### src/rtl/axicb_wr_arbiter_if.sv
// Bundle of the per-master AW/W channels and the shared slave AW/W channels
// around axicb_wr_arbiter. The slave modport is the arbiter's view. The master
// modport is the view of whatever drives the masters and the slave port.
interface axicb_wr_arbiter_if #(
  parameter int MST_NB = 4,
  parameter int AWCH_W = 8,
  parameter int WCH_W  = 8
);

  // Per-master side
  logic [MST_NB-1:0]        i_awvalid;
  logic [MST_NB-1:0]        i_awready;
  logic [MST_NB*AWCH_W-1:0] i_awch;
  logic [MST_NB-1:0]        i_wvalid;
  logic [MST_NB-1:0]        i_wready;
  logic [MST_NB-1:0]        i_wlast;
  logic [MST_NB*WCH_W-1:0]  i_wch;

  // Shared slave side
  logic                     o_awvalid;
  logic                     o_awready;
  logic [AWCH_W-1:0]        o_awch;
  logic                     o_wvalid;
  logic                     o_wready;
  logic                     o_wlast;
  logic [WCH_W-1:0]         o_wch;
  logic                     o_timeout;

  modport slave (
    input  i_awvalid, i_awch, i_wvalid, i_wlast, i_wch, o_awready, o_wready,
    output i_awready, i_wready, o_awvalid, o_awch, o_wvalid, o_wlast, o_wch,
           o_timeout
  );

  modport master (
    output i_awvalid, i_awch, i_wvalid, i_wlast, i_wch, o_awready, o_wready,
    input  i_awready, i_wready, o_awvalid, o_awch, o_wvalid, o_wlast, o_wch,
           o_timeout
  );

endinterface

### src/rtl/axicb_wr_arbiter.sv
// Write-side arbiter for one crossbar slave port.
// AW requests from up to MST_NB masters are granted round-robin. Each granted
// master index is queued in an order FIFO. W beats are routed combinationally
// from the master at the FIFO head until its wlast handshake.
// Optional feature: define AXICB_WR_TIMEOUT_EN to add a sticky W-stall
// detector on o_timeout. Without it, o_timeout is tied low.
module axicb_wr_arbiter #(
  parameter int MST_NB         = 4,
  parameter int AWCH_W         = 8,
  parameter int WCH_W          = 8,
  parameter int FIFO_DEPTH     = 4,
  parameter int TIMEOUT_CYCLES = 255
) (
  input  logic               aclk,
  input  logic               aresetn,
  axicb_wr_arbiter_if.slave  bus
);

  localparam int IDX_W = (MST_NB > 1) ? $clog2(MST_NB) : 1;
  localparam int PTR_W = $clog2(FIFO_DEPTH);
  localparam int CNT_W = PTR_W + 1;

  // Elaboration-time parameter sanity checks
  if (MST_NB < 1 || MST_NB > 4) begin : g_bad_mst_nb
    $error("axicb_wr_arbiter: MST_NB must be 1..4");
  end
  if (FIFO_DEPTH < 2 || FIFO_DEPTH > 16 || (FIFO_DEPTH & (FIFO_DEPTH - 1)) != 0) begin : g_bad_depth
    $error("axicb_wr_arbiter: FIFO_DEPTH must be a power of two in 2..16");
  end
  if (TIMEOUT_CYCLES < 1 || TIMEOUT_CYCLES > 255) begin : g_bad_timeout
    $error("axicb_wr_arbiter: TIMEOUT_CYCLES must fit the 8-bit stall counter");
  end

  typedef enum logic {
    IDLE  = 1'b0,
    GRANT = 1'b1
  } state_e;

  state_e             state_q, state_d;
  logic [IDX_W-1:0]   rr_ptr_q, rr_ptr_d;
  logic [IDX_W-1:0]   grant_q, grant_d;
  logic [AWCH_W-1:0]  awch_q, awch_d;

  logic [IDX_W-1:0]   fifo_mem_q [FIFO_DEPTH];
  logic [PTR_W-1:0]   wr_ptr_q, rd_ptr_q;
  logic [CNT_W-1:0]   count_q;
  logic               fifo_full, fifo_empty;
  logic               push, pop;
  logic [IDX_W-1:0]   head;

  logic [IDX_W-1:0]   pick;
  logic               pick_vld;
  logic [MST_NB-1:0]  awready;
  logic [MST_NB-1:0]  wready;
  logic               wvalid, wlast;
  logic [WCH_W-1:0]   wch;

  assign fifo_full  = (count_q == CNT_W'(FIFO_DEPTH));
  assign fifo_empty = (count_q == '0);
  assign head       = fifo_mem_q[rd_ptr_q];

  // Round-robin search: first requester at or after rr_ptr, wrapping modulo MST_NB
  always_comb begin : rr_search
    int               idx;
    logic [IDX_W-1:0] sel;
    // NOTE: every combinational output gets a default first, so no path can leave it unassigned and infer a latch.
    pick     = '0;
    pick_vld = 1'b0;
    idx      = 0;
    sel      = '0;
    for (int i = 0; i < MST_NB; i++) begin
      idx = int'(rr_ptr_q) + i;
      if (idx >= MST_NB) idx = idx - MST_NB;
      sel = IDX_W'(idx);
      if (!pick_vld && bus.i_awvalid[sel]) begin
        pick     = sel;
        pick_vld = 1'b1;
      end
    end
  end

  // AW FSM next state: IDLE accepts one master beat, GRANT presents it to the slave
  always_comb begin
    state_d  = state_q;
    rr_ptr_d = rr_ptr_q;
    grant_d  = grant_q;
    awch_d   = awch_q;
    awready  = '0;
    push     = 1'b0;
    case (state_q)
      IDLE: begin
        // Full is checked only here, so an open grant always owns a free slot.
        if (pick_vld && !fifo_full) begin
          awready[pick] = 1'b1;
          grant_d       = pick;
          awch_d        = bus.i_awch[int'(pick)*AWCH_W +: AWCH_W];
          state_d       = GRANT;
        end
      end
      GRANT: begin
        if (bus.o_awready) begin
          push     = 1'b1;
          rr_ptr_d = (grant_q == IDX_W'(MST_NB - 1)) ? '0 : grant_q + 1'b1;
          state_d  = IDLE;
        end
      end
      default: state_d = IDLE;
    endcase
  end

  // AW FSM state and payload registers
  always_ff @(posedge aclk) begin
    if (!aresetn) begin
      // NOTE: sequential state uses non-blocking assignments so every register samples pre-edge values.
      state_q  <= IDLE;
      rr_ptr_q <= '0;
      grant_q  <= '0;
      awch_q   <= '0;
    end else begin
      state_q  <= state_d;
      rr_ptr_q <= rr_ptr_d;
      grant_q  <= grant_d;
      awch_q   <= awch_d;
    end
  end

  // Order FIFO storage
  always_ff @(posedge aclk) begin
    // NOTE: the storage array is not reset; count_q gates every read, so stale entries are never used.
    if (push) fifo_mem_q[wr_ptr_q] <= grant_q;
  end

  // Order FIFO pointers and occupancy; a simultaneous push and pop leaves the count unchanged
  always_ff @(posedge aclk) begin
    if (!aresetn) begin
      wr_ptr_q <= '0;
      rd_ptr_q <= '0;
      count_q  <= '0;
    end else begin
      if (push) wr_ptr_q <= wr_ptr_q + 1'b1;
      if (pop)  rd_ptr_q <= rd_ptr_q + 1'b1;
      case ({push, pop})
        2'b10:   count_q <= count_q + 1'b1;
        2'b01:   count_q <= count_q - 1'b1;
        default: count_q <= count_q;
      endcase
    end
  end

  // W routing from the FIFO-head master; nothing passes while the FIFO is empty
  always_comb begin
    wready = '0;
    wvalid = 1'b0;
    wlast  = 1'b0;
    wch    = '0;
    if (!fifo_empty) begin
      wvalid       = bus.i_wvalid[head];
      wlast        = bus.i_wlast[head];
      wch          = bus.i_wch[int'(head)*WCH_W +: WCH_W];
      wready[head] = bus.o_wready;
    end
  end

  assign pop = wvalid & bus.o_wready & wlast;

  assign bus.i_awready = awready;
  assign bus.o_awvalid = (state_q == GRANT);
  assign bus.o_awch    = awch_q;
  assign bus.i_wready  = wready;
  assign bus.o_wvalid  = wvalid;
  assign bus.o_wlast   = wlast;
  assign bus.o_wch     = wch;

`ifdef AXICB_WR_TIMEOUT_EN
  logic [7:0] stall_cnt_q;
  logic       timeout_q;

  // Stall counter: counts cycles a granted write waits on a W beat; the error flag is sticky
  always_ff @(posedge aclk) begin
    if (!aresetn) begin
      stall_cnt_q <= '0;
      timeout_q   <= 1'b0;
    end else begin
      if (fifo_empty || (wvalid && bus.o_wready)) begin
        stall_cnt_q <= '0;
      end else if (!wvalid && (stall_cnt_q != 8'hFF)) begin
        stall_cnt_q <= stall_cnt_q + 1'b1;
      end
      if (stall_cnt_q == 8'(TIMEOUT_CYCLES)) timeout_q <= 1'b1;
    end
  end

  assign bus.o_timeout = timeout_q;
`else
  assign bus.o_timeout = 1'b0;
`endif

endmodule

### src/flat_wrapper.sv
// flat-port wrapper written by rule: the top's interface ports become plain ports
module axicb_wr_arbiter_flat 
#(
  parameter int MST_NB         = 4,
  parameter int AWCH_W         = 8,
  parameter int WCH_W          = 8,
  parameter int FIFO_DEPTH     = 4,
  parameter int TIMEOUT_CYCLES = 255
)
  (aclk, aresetn, bus_i_awvalid, bus_i_awch, bus_i_wvalid, bus_i_wlast, bus_i_wch, bus_o_awready, bus_o_wready, bus_i_awready, bus_i_wready, bus_o_awvalid, bus_o_awch, bus_o_wvalid, bus_o_wlast, bus_o_wch, bus_o_timeout);
  axicb_wr_arbiter_if #(.MST_NB(MST_NB), .AWCH_W(AWCH_W), .WCH_W(WCH_W)) bus_i ();
  input  logic aclk;
  input  logic aresetn;
  input wire logic [$bits(bus_i.i_awvalid)-1:0] bus_i_awvalid;
  input wire logic [$bits(bus_i.i_awch)-1:0] bus_i_awch;
  input wire logic [$bits(bus_i.i_wvalid)-1:0] bus_i_wvalid;
  input wire logic [$bits(bus_i.i_wlast)-1:0] bus_i_wlast;
  input wire logic [$bits(bus_i.i_wch)-1:0] bus_i_wch;
  input wire logic [$bits(bus_i.o_awready)-1:0] bus_o_awready;
  input wire logic [$bits(bus_i.o_wready)-1:0] bus_o_wready;
  output wire logic [$bits(bus_i.i_awready)-1:0] bus_i_awready;
  output wire logic [$bits(bus_i.i_wready)-1:0] bus_i_wready;
  output wire logic [$bits(bus_i.o_awvalid)-1:0] bus_o_awvalid;
  output wire logic [$bits(bus_i.o_awch)-1:0] bus_o_awch;
  output wire logic [$bits(bus_i.o_wvalid)-1:0] bus_o_wvalid;
  output wire logic [$bits(bus_i.o_wlast)-1:0] bus_o_wlast;
  output wire logic [$bits(bus_i.o_wch)-1:0] bus_o_wch;
  output wire logic [$bits(bus_i.o_timeout)-1:0] bus_o_timeout;
  assign bus_i.i_awvalid = bus_i_awvalid;
  assign bus_i.i_awch = bus_i_awch;
  assign bus_i.i_wvalid = bus_i_wvalid;
  assign bus_i.i_wlast = bus_i_wlast;
  assign bus_i.i_wch = bus_i_wch;
  assign bus_i.o_awready = bus_o_awready;
  assign bus_i.o_wready = bus_o_wready;
  assign bus_i_awready = bus_i.i_awready;
  assign bus_i_wready = bus_i.i_wready;
  assign bus_o_awvalid = bus_i.o_awvalid;
  assign bus_o_awch = bus_i.o_awch;
  assign bus_o_wvalid = bus_i.o_wvalid;
  assign bus_o_wlast = bus_i.o_wlast;
  assign bus_o_wch = bus_i.o_wch;
  assign bus_o_timeout = bus_i.o_timeout;
  axicb_wr_arbiter #(.MST_NB(MST_NB), .AWCH_W(AWCH_W), .WCH_W(WCH_W), .FIFO_DEPTH(FIFO_DEPTH), .TIMEOUT_CYCLES(TIMEOUT_CYCLES)) u_core (.aclk(aclk), .aresetn(aresetn), .bus(bus_i));
endmodule
### config.mk
export PLATFORM = sky130hd
export DESIGN_NAME = axicb_wr_arbiter_flat
export DESIGN_NICKNAME = d
export VERILOG_FILES = /design/src/rtl/axicb_wr_arbiter_if.sv /design/src/rtl/axicb_wr_arbiter.sv /design/src/flat_wrapper.sv
export SDC_FILE = /design/constraint.sdc
export NUM_CORES = 1
export LEC_CHECK = 0
export ABC_AREA = 1
export CORE_ASPECT_RATIO = 0.7
export CORE_MARGIN = 1.5
export CORE_UTILIZATION = 39
export CTS_CLUSTER_SIZE = 14
export DETAILED_ROUTE_END_ITERATION = 16
export PLACE_DENSITY_LB_ADDON = 0.1
export SLEW_MARGIN = 40
export SYNTH_ARGS = -nofsm -noshare
export SYNTH_HDL_FRONTEND = slang
export SYNTH_SLANG_ARGS = --single-unit
### constraint.sdc
create_clock -name aclk -period 2 [get_ports aclk]
set_clock_uncertainty 0.15 [all_clocks]
set_input_delay 0.3 -clock aclk [delete_from_list [all_inputs] [get_ports aclk]]
set_output_delay 0.3 -clock aclk [all_outputs]
set_load 0.01 [all_outputs]
Yosys cells after proc, flatten, opt, wreduce, memory -nomap -nowiden
Memory sizes are Yosys's and may differ from the RTL's. A register that Yosys moved wholly into a read port is not among the register bits.
Index checks and enable logic that the tools add are counted.
- bitwise gates (word level): 4
- equal/unequal tests: 4
- mux-type cells: 45
- add/subtract/negate cells: 12
- order comparisons: 12
- reductions and logical operators: 14
- shift operators: 2
- operator list (cell ; count):
    variable part select 32 x 6 -> 8 bit ; 2
    2-to-1 mux 2 bit ; 11
    2-to-1 mux 1 bit ; 20
    less-than comparator 2 x 3 -> 1 bit (second input constant) ; 6
    binary-select mux 1 bit (select 2 bit) ; 6
    2-to-1 mux 4 bit ; 3
    greater-or-equal comparator 3 bit (second input constant) ; 3
    2-to-1 mux 8 bit ; 1
    subtractor 2 x 1 -> 2 bit (second input constant) ; 4
    adder 2 x 1 -> 2 bit (second input constant) ; 3
    adder 2 x 2 -> 3 bit (second input constant) ; 2
    logical AND 1 bit ; 6
    one-hot mux 3 bit (2 select lines) ; 1
    AND 4 bit ; 1
    demux 1 bit (select 2 bit) ; 2
    == test 2 bit (second input constant) ; 2
    greater-or-equal comparator 2 x 1 -> 1 bit (second input constant) ; 2
    zero test 1 bit ; 4
    AND reduction 2 bit ; 2
    adder 2 x 1 -> 3 bit (second input constant) ; 1
    adder 3 x 1 -> 3 bit (second input constant) ; 1
    == test 3 bit (second input constant) ; 1
    greater-or-equal comparator 2 x 3 -> 1 bit (second input constant) ; 1
    zero test 3 bit ; 1
    6 further kinds ; 7
- RAM bits: 8
- memories kept: 1
- output and inout port bits: 28
- bits of input ports: 80
- register bits after elaboration: 20
- memory list (memory ; depth ; bits a word ; read ports ; clocked after memory_dff ; wr ports ; line ; source):
    u_core.fifo_mem_q ; 4 ; 2 ; 1 ; 1 ; 1 ; axicb_wr_arbiter.sv:44 ; logic [IDX_W-1:0] fifo_mem_q [FIFO_DEPTH];

Longest topological paths before layout
- word-level depth: 20
- gate-level depth with buffers: 17

Least setup slack after synthesis
No wires, ideal clock.
- path kind: flip-flop to flip-flop
- from: reg with a tool-made name
- to: reg u_core.count_q[2]
- clock period less this slack: 2.218 ns
- required time: 1.735 ns
- path slack: -0.218 ns
- setup time: 0.115 ns
- data arrival time: 1.953 ns
- cell stages (with the launch flop): 15
- cells stage by stage: dfxtp_1 > inv_2 > nand2_1 > nand3_1 > nand2_2 > nand2_1 > o21ai_2 > nor2_4 > nand3_1 > inv_1 > fa_1 > inv_1 > nand4_1 > a21oi_1 > nor2_1
- RTL lines (element ; line ; source):
    end signal: assignment ; axicb_wr_arbiter.sv:143 ; 2'b10: count_q <= count_q + 1'b1;
    end signal: assignment ; axicb_wr_arbiter.sv:144 ; 2'b01: count_q <= count_q - 1'b1;
    end signal: assignment ; axicb_wr_arbiter.sv:145 ; default: count_q <= count_q;
    end: declaration ; axicb_wr_arbiter.sv:46 ; logic [CNT_W-1:0] count_q;

==> qor.yml <==
yosys:
  yosysUniqueCellTypes: 35
  synth_edf_count: 8
  syn_inst: 385
  synth-seq-area-share_pct: 27.3
  synth.avg_cell_area_um2: 6.47
  netlist_area_um2: 2490
  synth_nets: 471
  ys_async_sr_fraction_pct: 0
  ys.flop_type: "dfxtp_1"
  yosysWarnings: 0
  synth-seq-cells: 30
worst_setup_path:
  rrSetupSlack_ps: -400
  cpPeakStageDelay_ps: 410
  rr_worst_depth: 15
  crit_fanout: 7
  start_kind: "flip-flop"
  setup.worst_path.class: "reg -> reg"
  critPathSlowestCell: "dfxtp_4"
  crit_arrival_ps: 2420
  cp.required_ps: 2020
  r2r_end: "u_core.count_q[2]$_SDFFE_PN0P_"
  crit_path_end_kind: "flip-flop"
  critPathCapture: "u_core.count_q[2]$_SDFFE_PN0P_"
  path_cells: "inv_8 -> nand2_4 -> nand3_4 -> nand2_8 -> nor2_4 -> nand2_2 -> nand3_2 -> nor2_4 -> nand3_2 -> inv_2 -> fa_2 -> inv_2 -> nand4_1 -> a21oi_1 -> nor2_1"
global_routing:
  track_usage_pct: 24.6
  antenna_found_initial: 0
  grt_use_met2_pct: 43.4
  grt_use_met3_pct: 5.41
  grt_max_degree: 21
  met1_usage_pct: 31.2
  gr-total-overflow: 0
  first_global_vias: 3087
  grt.busiest_layer: "met2"
  grt_pass1_wl_um: 13800
sta:
  hold_viol_final: 0
  fin_tns_setup_ps: -7390
  rsz0062_at_grt: "yes"
  clock.fmax_mhz: 417
  period_share_pct: 120
  period_needed_ps: 2400
  setup_violations: 35
  slew_violations: 0
  hold_ws_ps: 384
  post-route-worst-setup-slack_ps: -400
power_and_ir_drop:
  comb_power_share_pct: 61.0
  leakage_uw: 0.00229
  ir_drop_uv: 547
  power_density_nw_per_um2: 671
  p_sw_uw: 1360
  power_frac_clock_pct: 14.6
  p_int_uw: 1950
  seqPwrFrac_pct: 24.4
  sw_frac_of_total_pct: 41.1
hold_path:
  hp-class: "reg -> reg"
detailed_routing:
  first_iter_violations: 115
  vias_per_cell: 5.02
  wl_um: 9330
  wire_per_inst_um: 14.5
  drc: 0
  num_vias: 3230
  drt-pass1-iter-count: 4
  ant_nets: 0
cells_and_area:
  seq_area_um2: 693
  drive_gt1_share_pct: 43.4
  antenna_cells: 0
  final_common_cell: "clkdlybuf4s50_1"
  final_net_count: 650
  syn2layout_area_growth_pct: 97.7
  multi_input_area_um2: 1990
  layout_common_cells: "clkdlybuf4s50_1 (84), inv_1 (63), nand2_1 (44), buf_4 (40), buf_6 (38)"
  fillers: 418
  fin_cells: 643
  final_area_um2: 4930
die:
  ios: 108
  fp.dieW_um: 98.5
  dieArea_um2: 6880
  start_util_pct: 40.3
  core-area_um2: 6190
  rows: 24
  fp.dieH_um: 69.9
placed_design:
  dp_hpwl_um: 5660
  gp_congestion: 0.812
  postPlaceCellArea_um2: 3940
  pre_cts_slack_ps: -843
  placed_cells: 598
  io_buffers: 106
clock_network:
  clk_pin_slew_worst_paths_ps: 70
  htreeDepth: 2
  numCtsBuffers: 5
  cts-root-buf: "clkbuf_8"
  hold_buffers: 0
  clock_sinks: 30
  clockBufferDepth: 2
  cts_tree: "done"
  clock_latency_ps: 280
outcome:
  violations: "negative setup slack"
  status: "complete, but fails checks"
run:
  max-cap-violations: 0
power by group through the flow:
| stage | clock network (µW) | registers (µW) | logic (µW) |
|---|---|---|---|
| detailed placement | 0 | 808 | 1570 |
| CTS | 483 | 802 | 1780 |
| floorplan | 0 | 817 | 871 |
| global placement | 0 | 807 | 1560 |
| finish | 483 | 808 | 2020 |
| global route | 522 | 816 | 2170 |
flip-flops by register name (all words and copies together), names as in the netlist, named ones only:
name / count
u_core.count_q: 3
u_core.bus.o_awch: 8
u_core.rd_ptr_q: 2
u_core.bus.o_awvalid: 1
u_core.fifo_mem_q: 8
u_core.grant_q: 2
u_core.wr_ptr_q: 2
u_core.rr_ptr_q: 2
worst min path at each step:
| stage | from | end | cells after the start |
|---|---|---|---|
| floorplan | aresetn | u_core.rr_ptr_q[1]$_SDFFE_PN0P_ | 2 |
| global placement | u_core.rd_ptr_q[0]$_SDFFE_PN0P_ | flip-flop | 2 |
| detailed placement | u_core.rd_ptr_q[0]$_SDFFE_PN0P_ | flip-flop | 2 |
| CTS | u_core.rd_ptr_q[1]$_SDFFE_PN0P_ | flip-flop | 2 |
| global route | u_core.rd_ptr_q[1]$_SDFFE_PN0P_ | flip-flop | 2 |
| finish | u_core.rd_ptr_q[1]$_SDFFE_PN0P_ | flip-flop | 2 |
synth_stat cells (2+ instances only):
library cell	number	area (µm²)
a21oi_1	18	90.1
a22oi_1	16	120
buf_4	4	30.0
clkbuf_1	2	7.51
clkinv_1	2	7.51
dfxtp_1	22	440
edfxtp_1	8	240
ha_1	5	62.6
inv_1	74	278
inv_2	6	22.5
inv_4	2	12.5
nand2_1	79	297
nand2_2	9	56.3
nand2_4	3	33.8
nand3_1	50	250
nand3_2	5	50.1
nand3_4	2	35.0
nand3b_1	2	15.0
nand4_1	10	62.6
nor2_1	34	128
nor2_2	6	37.5
nor2_4	3	33.8
nor3_1	2	10.0
o21ai_0	5	25.0
o21ai_1	5	25.0
o21ai_2	2	17.5
layout make-up:
cell class                 count  area share (%)
clock buffer                   5            1.40
clock inverter                 3           0.330
inverter                      84            7.11
multi-input combinational    262            40.4
sequential                    30            14.1
tap                           78            1.98
timing repair buffer         181            34.7
logic make-up after synthesis:
family	synth area share [%]
compound gates	11.2
xor+xnor	0.703
fa+ha+maj	3.31
buf+inv	15.6
flops	27.3
other cells	0.151
simple gates	41.7
through the flow:
| stage | utilization [%] | power, µW |
|---|---|---|
| 3_5_place_dp | 63.7 | 2380 |
| 2_1_floorplan | - | 1690 |
| 5_1_grt | 79.6 | 3510 |
| 6_report | 79.6 | 3310 |
| 4_1_cts | 72.7 | 3060 |
| 3_3_place_gp | 63.7 | 2360 |
routing by layer:
layer	wire length, µm	up-vias
met4	274	0
li1	-	1589
met5	0	-
met2	4730	114
met3	525	24
met1	3800	1503
worst max-delay path, delay by kind of cell, from the launching register on:
kind	cells	cell delay, ps
flip-flops	1	410
adder cells (fa/ha/maj)	1	350
AO/OA/AOI/OAI	1	190
buffers and inverters	3	200
AND/OR/NAND/NOR	10	980
what timing repair did:
item                                    4_1_cts  5_1_grt
gates resized for setup                     174       87
endpoints found under the setup margin       36       36
setup buffers                                23       17
pin swaps                                    36       37
(Power assumes the default switching activity.)
